===== src/rtl/k423_pkg.sv =====
// ----------------------------------------------------------------------------
// k423_pkg
// Shared types and constants for the k423 register-file write-port arbiter.
//   RSDIDX_W       : register index width (from `INST_RSDIDX_W, default 5)
//   XLEN           : integer datapath width (from `CORE_XLEN, default 32)
//   STARVE_MAX_DEF : default starvation limit for the LWB buffer
//   CNT_W          : width of the starvation counter (covers 1..15)
//   rf_wr_t        : one regfile write-port request {we, idx, data}
// ----------------------------------------------------------------------------
`ifndef INST_RSDIDX_W
`define INST_RSDIDX_W 5
`endif
`ifndef CORE_XLEN
`define CORE_XLEN 32
`endif

package k423_pkg;

    localparam int RSDIDX_W       = `INST_RSDIDX_W;
    localparam int XLEN           = `CORE_XLEN;
    localparam int STARVE_MAX_DEF = 4;
    localparam int CNT_W          = 4;

    typedef struct packed {
        logic                we;
        logic [RSDIDX_W-1:0] idx;
        logic [XLEN-1:0]     data;
    } rf_wr_t;

endpackage


===== src/rtl/k423_rf_wr_buf.sv =====
// ----------------------------------------------------------------------------
// k423_rf_wr_buf
// One-entry valid/ready holding register for long-latency write-back results.
// Ready depends only on stored state and the drain input, so there is no
// combinational path from in_vld_i to in_rdy_o. Entries targeting x0 are
// accepted but dropped.
// Ports:
//   clk_i, rst_n_i        : clock, synchronous active-low reset
//   in_vld_i/in_rdy_o     : input handshake
//   in_idx_i, in_data_i   : offered destination index and data
//   drain_i               : stored entry is consumed this cycle
//   buf_vld_o             : entry held
//   buf_idx_o, buf_data_o : stored index and data
// ----------------------------------------------------------------------------
module k423_rf_wr_buf
    import k423_pkg::*;
(
    input  logic                clk_i,
    input  logic                rst_n_i,
    input  logic                in_vld_i,
    output logic                in_rdy_o,
    input  logic [RSDIDX_W-1:0] in_idx_i,
    input  logic [XLEN-1:0]     in_data_i,
    input  logic                drain_i,
    output logic                buf_vld_o,
    output logic [RSDIDX_W-1:0] buf_idx_o,
    output logic [XLEN-1:0]     buf_data_o
);

    logic                r_vld;
    logic [RSDIDX_W-1:0] r_idx;
    logic [XLEN-1:0]     r_data;
    logic                w_accept;

    // Refill in the same cycle the held entry drains.
    assign in_rdy_o = ~r_vld | drain_i;
    assign w_accept = in_vld_i & in_rdy_o;

    // NOTE: non-blocking assignments so every register updates from pre-edge values.
    always_ff @(posedge clk_i) begin
        if (!rst_n_i) begin
            // NOTE: data is reset as well so the held entry is fully cleared on reset.
            r_vld  <= 1'b0;
            r_idx  <= '0;
            r_data <= '0;
        end else if (w_accept) begin
            // An x0 entry loads as invalid: accepted, never written.
            r_vld  <= (in_idx_i != '0);
            r_idx  <= in_idx_i;
            r_data <= in_data_i;
        end else if (drain_i) begin
            r_vld  <= 1'b0;
        end
    end

    assign buf_vld_o  = r_vld;
    assign buf_idx_o  = r_idx;
    assign buf_data_o = r_data;

endmodule


===== src/rtl/k423_rf_wr_arb.sv =====
// ----------------------------------------------------------------------------
// k423_rf_wr_arb
// Shares the single regfile write port between the in-order WB stage and the
// long-latency write-back source (LWB). LWB results wait in a one-entry
// buffer; WB has priority. With K423_RF_ARB_STARVE_EN defined, a buffered
// entry denied STARVE_MAX consecutive cycles is force-granted and WB stalls.
// Configuration macro: K423_RF_ARB_STARVE_EN (undefined = strict WB priority).
// Ports:
//   clk_i, rst_n_i                    : clock, synchronous active-low reset
//   wb_stage_vld_i, wb_rd_vld_i       : WB holds an instruction that writes rd
//   wb_rd_idx_i, wb_rd_i              : WB destination and data
//   wb_rdy_o                          : WB may retire this cycle
//   lwb_vld_i/lwb_rdy_o               : LWB result handshake
//   lwb_rd_idx_i, lwb_rd_i            : LWB destination and data
//   rf_we_o, rf_waddr_o, rf_wdata_o   : regfile write port
//   lwb_pend_o, lwb_pend_idx_o        : buffered LWB info for ID hazard logic
// ----------------------------------------------------------------------------
module k423_rf_wr_arb
    import k423_pkg::*;
#(
    parameter int STARVE_MAX = STARVE_MAX_DEF
) (
    input  logic                clk_i,
    input  logic                rst_n_i,
    input  logic                wb_stage_vld_i,
    input  logic                wb_rd_vld_i,
    input  logic [RSDIDX_W-1:0] wb_rd_idx_i,
    input  logic [XLEN-1:0]     wb_rd_i,
    output logic                wb_rdy_o,
    input  logic                lwb_vld_i,
    output logic                lwb_rdy_o,
    input  logic [RSDIDX_W-1:0] lwb_rd_idx_i,
    input  logic [XLEN-1:0]     lwb_rd_i,
    output logic                rf_we_o,
    output logic [RSDIDX_W-1:0] rf_waddr_o,
    output logic [XLEN-1:0]     rf_wdata_o,
    output logic                lwb_pend_o,
    output logic [RSDIDX_W-1:0] lwb_pend_idx_o
);

    if (STARVE_MAX < 1 || STARVE_MAX > 15) begin : g_bad_starve_max
        $error("k423_rf_wr_arb: STARVE_MAX must be in 1..15");
    end

    logic                w_wb_req;
    logic                w_buf_vld;
    logic                w_buf_rdy;
    logic [RSDIDX_W-1:0] w_buf_idx;
    logic [XLEN-1:0]     w_buf_data;
    logic                w_force;
    logic                w_lwb_gnt;
    rf_wr_t              w_port;

    // Writes to x0 never occupy the port.
    assign w_wb_req = wb_stage_vld_i & wb_rd_vld_i & (wb_rd_idx_i != '0);

    k423_rf_wr_buf u_buf (
        .clk_i      (clk_i),
        .rst_n_i    (rst_n_i),
        .in_vld_i   (lwb_vld_i),
        .in_rdy_o   (w_buf_rdy),
        .in_idx_i   (lwb_rd_idx_i),
        .in_data_i  (lwb_rd_i),
        .drain_i    (w_lwb_gnt),
        .buf_vld_o  (w_buf_vld),
        .buf_idx_o  (w_buf_idx),
        .buf_data_o (w_buf_data)
    );

`ifdef K423_RF_ARB_STARVE_EN
    logic [CNT_W-1:0] r_wait_cnt;

    // Counts consecutive denied cycles of the current entry, saturating.
    always_ff @(posedge clk_i) begin
        if (!rst_n_i) begin
            r_wait_cnt <= '0;
        end else if (!w_buf_vld || w_lwb_gnt) begin
            r_wait_cnt <= '0;
        end else if (r_wait_cnt != CNT_W'(STARVE_MAX)) begin
            r_wait_cnt <= r_wait_cnt + 1'b1;
        end
    end

    assign w_force = w_buf_vld & (r_wait_cnt == CNT_W'(STARVE_MAX));
`else
    assign w_force = 1'b0;
`endif

    assign w_lwb_gnt = w_buf_vld & (~w_wb_req | w_force);

    // NOTE: defaults assigned first so every path drives w_port and no latch is inferred.
    always_comb begin
        w_port = '0;
        if (w_lwb_gnt) begin
            w_port = '{we: 1'b1, idx: w_buf_idx, data: w_buf_data};
        end else if (w_wb_req) begin
            w_port = '{we: 1'b1, idx: wb_rd_idx_i, data: wb_rd_i};
        end
    end

    // Reset holds the port idle and refuses new LWB results.
    assign rf_we_o        = rst_n_i & w_port.we;
    assign rf_waddr_o     = rst_n_i ? w_port.idx  : '0;
    assign rf_wdata_o     = rst_n_i ? w_port.data : '0;
    assign wb_rdy_o       = ~rst_n_i | ~(w_force & w_wb_req);
    assign lwb_rdy_o      = rst_n_i & w_buf_rdy;
    assign lwb_pend_o     = w_buf_vld;
    assign lwb_pend_idx_o = w_buf_vld ? w_buf_idx : '0;

    // ID must hold off any instruction whose rd matches the buffered entry.
    a_no_same_idx: assert property (@(posedge clk_i) disable iff (!rst_n_i)
        !(w_wb_req && w_buf_vld && (wb_rd_idx_i == w_buf_idx)));

endmodule


===== config.mk =====
export PLATFORM = sky130hd
export DESIGN_NAME = k423_rf_wr_arb
export DESIGN_NICKNAME = d
export VERILOG_FILES = /design/src/rtl/k423_pkg.sv /design/src/rtl/k423_rf_wr_buf.sv /design/src/rtl/k423_rf_wr_arb.sv
export SDC_FILE = /design/constraint.sdc
export NUM_CORES = 1
export LEC_CHECK = 0
export BUFFER_PORTS_ARGS = -buffer_cell sky130_fd_sc_hd__clkbuf_2
export CORE_ASPECT_RATIO = 1.5
export CORE_UTILIZATION = 46
export DETAILED_ROUTE_END_ITERATION = 7
export GPL_TIMING_DRIVEN = 0
export HOLD_SLACK_MARGIN = 0.03
export PLACE_DENSITY_LB_ADDON = 0.05
export SYNTH_ARGS = -nofsm -noshare
export SYNTH_HDL_FRONTEND = slang
export SYNTH_SLANG_ARGS = --single-unit

===== constraint.sdc =====
create_clock -name clk_i -period 1.57 [get_ports clk_i]
set_input_delay 0.0785 -clock clk_i [delete_from_list [all_inputs] [get_ports clk_i]]
set_output_delay 0.0785 -clock clk_i [all_outputs]
set_load 0.02 [all_outputs]

==> flow_summary_export.csv <==
group,metric,value,unit
status,result_of_the_run,"finished, final reports clean",
cells_and_area,nets,541,
cts,clock_latency,0.28,ns
global_routing,grt_use_total,27.3,%
global_routing,overflow,0,
pwr,power-per-cell-area,657,nW/um^2
drt,avg_vias_per_cell,5.03,
min_path,worst_min_delay_path_class,"in2reg",
yosys,syn-mean-instance-area,7.90,sq um
timing,max_slew.worst_pin.slew,0.507,ns
pwr,power.leakage,1.78,nW
timing,max_freq,679,MHz
worst_setup_path,worst-path-max-fanout,15,
cells_and_area,antenna_cells,0,
yosys,yosysWarnings,0,
cells_and_area,finalInstanceArea,3650,sq um
worst_setup_path,critical_path.startpoint_type,"register",
global_routing,grt_pass1_vias,2780,
yosys,syn-instance-count,309,
worst_setup_path,worst-setup-path-type,"reg2out",
timing,finalCriticalPeriod,1.47,ns
timing,min_period_over_period,93.8,%
worst_setup_path,critical_path.endpoint_type,"primary output",
floorplanning,die_w,61.5,um
cts,level_count_of_the_clock_h_tree,2,
cts,cts_tree,"built",
global_routing,grt_first_pass_wirelength,11700,um
timing,finalHoldViolations,0,
job,maxCapViolCount,0,
pwr,total_power,0.00240,W
floorplanning,floorplan.die_area,5610,sq um
worst_setup_path,required_time_of_the_critical_path,1.49,ns
timing,slew_headroom,66.2,%
yosys,synth.yosys.seq_area_share,31.2,%
pwr,sequential_power_share,44.6,%
global_routing,maximum_number_of_pins_on_one_net_before_global_route_repair,11,
pwr,power_switching,0.000726,W
cells_and_area,post_route_cells_drive_above_1_share,38.7,%
cts,cts_buffers,5,
pwr,sw_frac_of_total,30.3,%
pwr,power.ir.vdd_worst,0.535,mV
place,placement.io_buffers,122,
place,dpl.cell_count,499,
cts,cts.sink_count,38,
place,place_hpwl,5130,um
cells_and_area,instances_no_fill,530,
cts,ctsRootBufferMaster,"clkbuf_8",
pwr,power.clock.fraction,26.5,%
floorplanning,top_level_ports,125,
drt,dr_total_vias,2667,
yosys,yosys_reg_bits,38,
floorplanning,effective_utilization_at_floorplan,47.6,%
timing,skew,0.00405,ns
floorplanning,placementRows,32,
place,place.gp.congestion,0.723,
floorplanning,dieHeight,91.2,um
cts,clock_slew_at_the_register_clock_pins_of_the_worst_setup_and_hold_paths,0.07,ns
place,placement.cell_area,3240,sq um
global_routing,antenna_found_initial,0,
worst_setup_path,critical_path_arrival,1.39,ns
yosys,synth.net_count,388,
cells_and_area,area_growth_syn_to_layout,49.4,%
timing,final-max-slew-violation-count,0,
drt,first_pass_detailed_route_iteration_total,4,
drt,wl_per_cell,13.4,um
drt,first_iter_violations,90,
cells_and_area,post-route-util,71.1,%
drt,drc,0,
cells_and_area,fill_cells,466,
floorplanning,core-area,5120,sq um
worst_setup_path,r2r_slack,0.16,ns
drt,detail-route-antenna-nets,0,
pwr,p_int,0.00167,W
pwr,comb_power_share,28.9,%
timing,grt_setup_unrepaired,"no",
yosys,syn_area,2440,sq um
drt,finalWirelength,7110,um
timing,setup_viol_count_final,0,
yosys,synth.distinct_cells,23,
cts,cts_max_path_buffers,2,
-- path summary, 6_finish.rpt --
check,start,end,cells after the start
max reg2reg,u_buf.buf_vld_o,u_buf.buf_data_o[25],5
max,u_buf.buf_vld_o,rf_wdata_o[30],4
min,lwb_rd_i[18],u_buf.buf_data_o[18],3
min reg2reg,u_buf.buf_idx_o[4],u_buf.buf_idx_o[4],2
-- logic make-up (layout without fill, tap and decap cells) --
logic type | count (synthesis) | in the layout | synth area share (%)
mux | 72 | 72 | 29.5
simple gates | 154 | 154 | 27.2
flops | 38 | 38 | 31.2
other cells | 1 | 1 | 0.154
buf+inv | 31 | 184 | 8.51
compound gates | 13 | 13 | 3.44
-- power by group through the flow --
stage / Combinational [W] / Clock, W / Sequential [W]
3_3_place_gp: 0.000619 / 0 / 0.00108
4_1_cts: 0.000694 / 0.000642 / 0.00106
2_1_floorplan: 0.000411 / 0 / 0.00108
6_report: 0.000693 / 0.000635 / 0.00107
5_1_grt: 0.000752 / 0.000680 / 0.00108
3_5_place_dp: 0.000628 / 0 / 0.00108
-- metal layers --
layer / up-vias / global-route usage (%) / wire length [um]
met5: - / 0 / 0
met4: 0 / 7.22 / 74
met3: 5 / 4.99 / 345
met2: 81 / 52.4 / 3890
met1: 1243 / 28.5 / 2800
li1: 1338 / - / -
-- what timing repair did --
item,4_1_cts,5_1_grt
buffers inserted,1,0
setup endpoints to repair,38,35
hold endpoints to repair,25,0
gates resized for setup,24,24
pin swaps,1,0
hold buffers,25,0
-- layout by cell type, fill, tap and decap left out, drive strengths merged --
master,count
a21oi,7
o21ai,2
nor4,2
mux2i,72
or3,1
nor2b,1
a31o,1
o311a,1
conb,1
and2,5
dlygate4sd3,25
clkbuf,133
nand3,38
inv,2
nand2,107
dfxtp,38
buf,24
o21a,1
a22oi,1
-- stage by stage --
step	setup TNS (ns)	worst slack [ns]	hold WS, ns
after floorplan	0	0.0315	0.217
after global placement	-7.69	-0.320	0.306
after detailed placement	-7.45	-0.306	0.313
after CTS	-0.702	-0.0493	0.0306
after global routing	0	0.0481	0.0409
final	0	0.0979	0.0289
-- state kept, by name, summed over array words and instances (netlist names) --
register	cells
u_buf.buf_data_o	32
u_buf.buf_idx_o	5
u_buf.buf_vld_o	1
-- cell type report --
class / count / area [sq um] / share of cell area, %
Timing Repair Buffer: 148 / 906 / 24.8
Inverter: 2 / 7.51 / 0.206
Sequential cell: 38 / 764 / 21.0
Clock buffer: 7 / 76.3 / 2.09
Multi-Input combinational cell: 240 / 1580 / 43.4
Buffer: 27 / 224 / 6.14
Tap cell: 68 / 85.1 / 2.33
-- cell usage after synthesis --
cell type	n	area share, %
nand2_1	107	16
nand3_1	38	7.8
buf_2	1	0.20
o21a_1	1	0.31
a21oi_1	7	1.4
and2_1	5	1.3
nor4_4	1	0.87
buf_4	1	0.31
or3_1	1	0.26
buf_6	5	2.3
buf_12	3	2.5
clkbuf_1	18	2.8
nor4_1	1	0.26
conb_1	1	0.15
o21ai_0	2	0.41
a22oi_2	1	0.51
buf_1	1	0.15
nor2b_1	1	0.26
a31o_2	1	0.36
inv_1	2	0.31
o311a_1	1	0.41
dfxtp_1	38	31
mux2i_1	72	30
-- critical path, cell delays in order, from the launching register on --
cell,delay [ns]
dfxtp_4,0.46
buf_6,0.17
nand3_1,0.10
mux2i_2,0.20
buf_4,0.18
(Power assumes the default switching activity.)
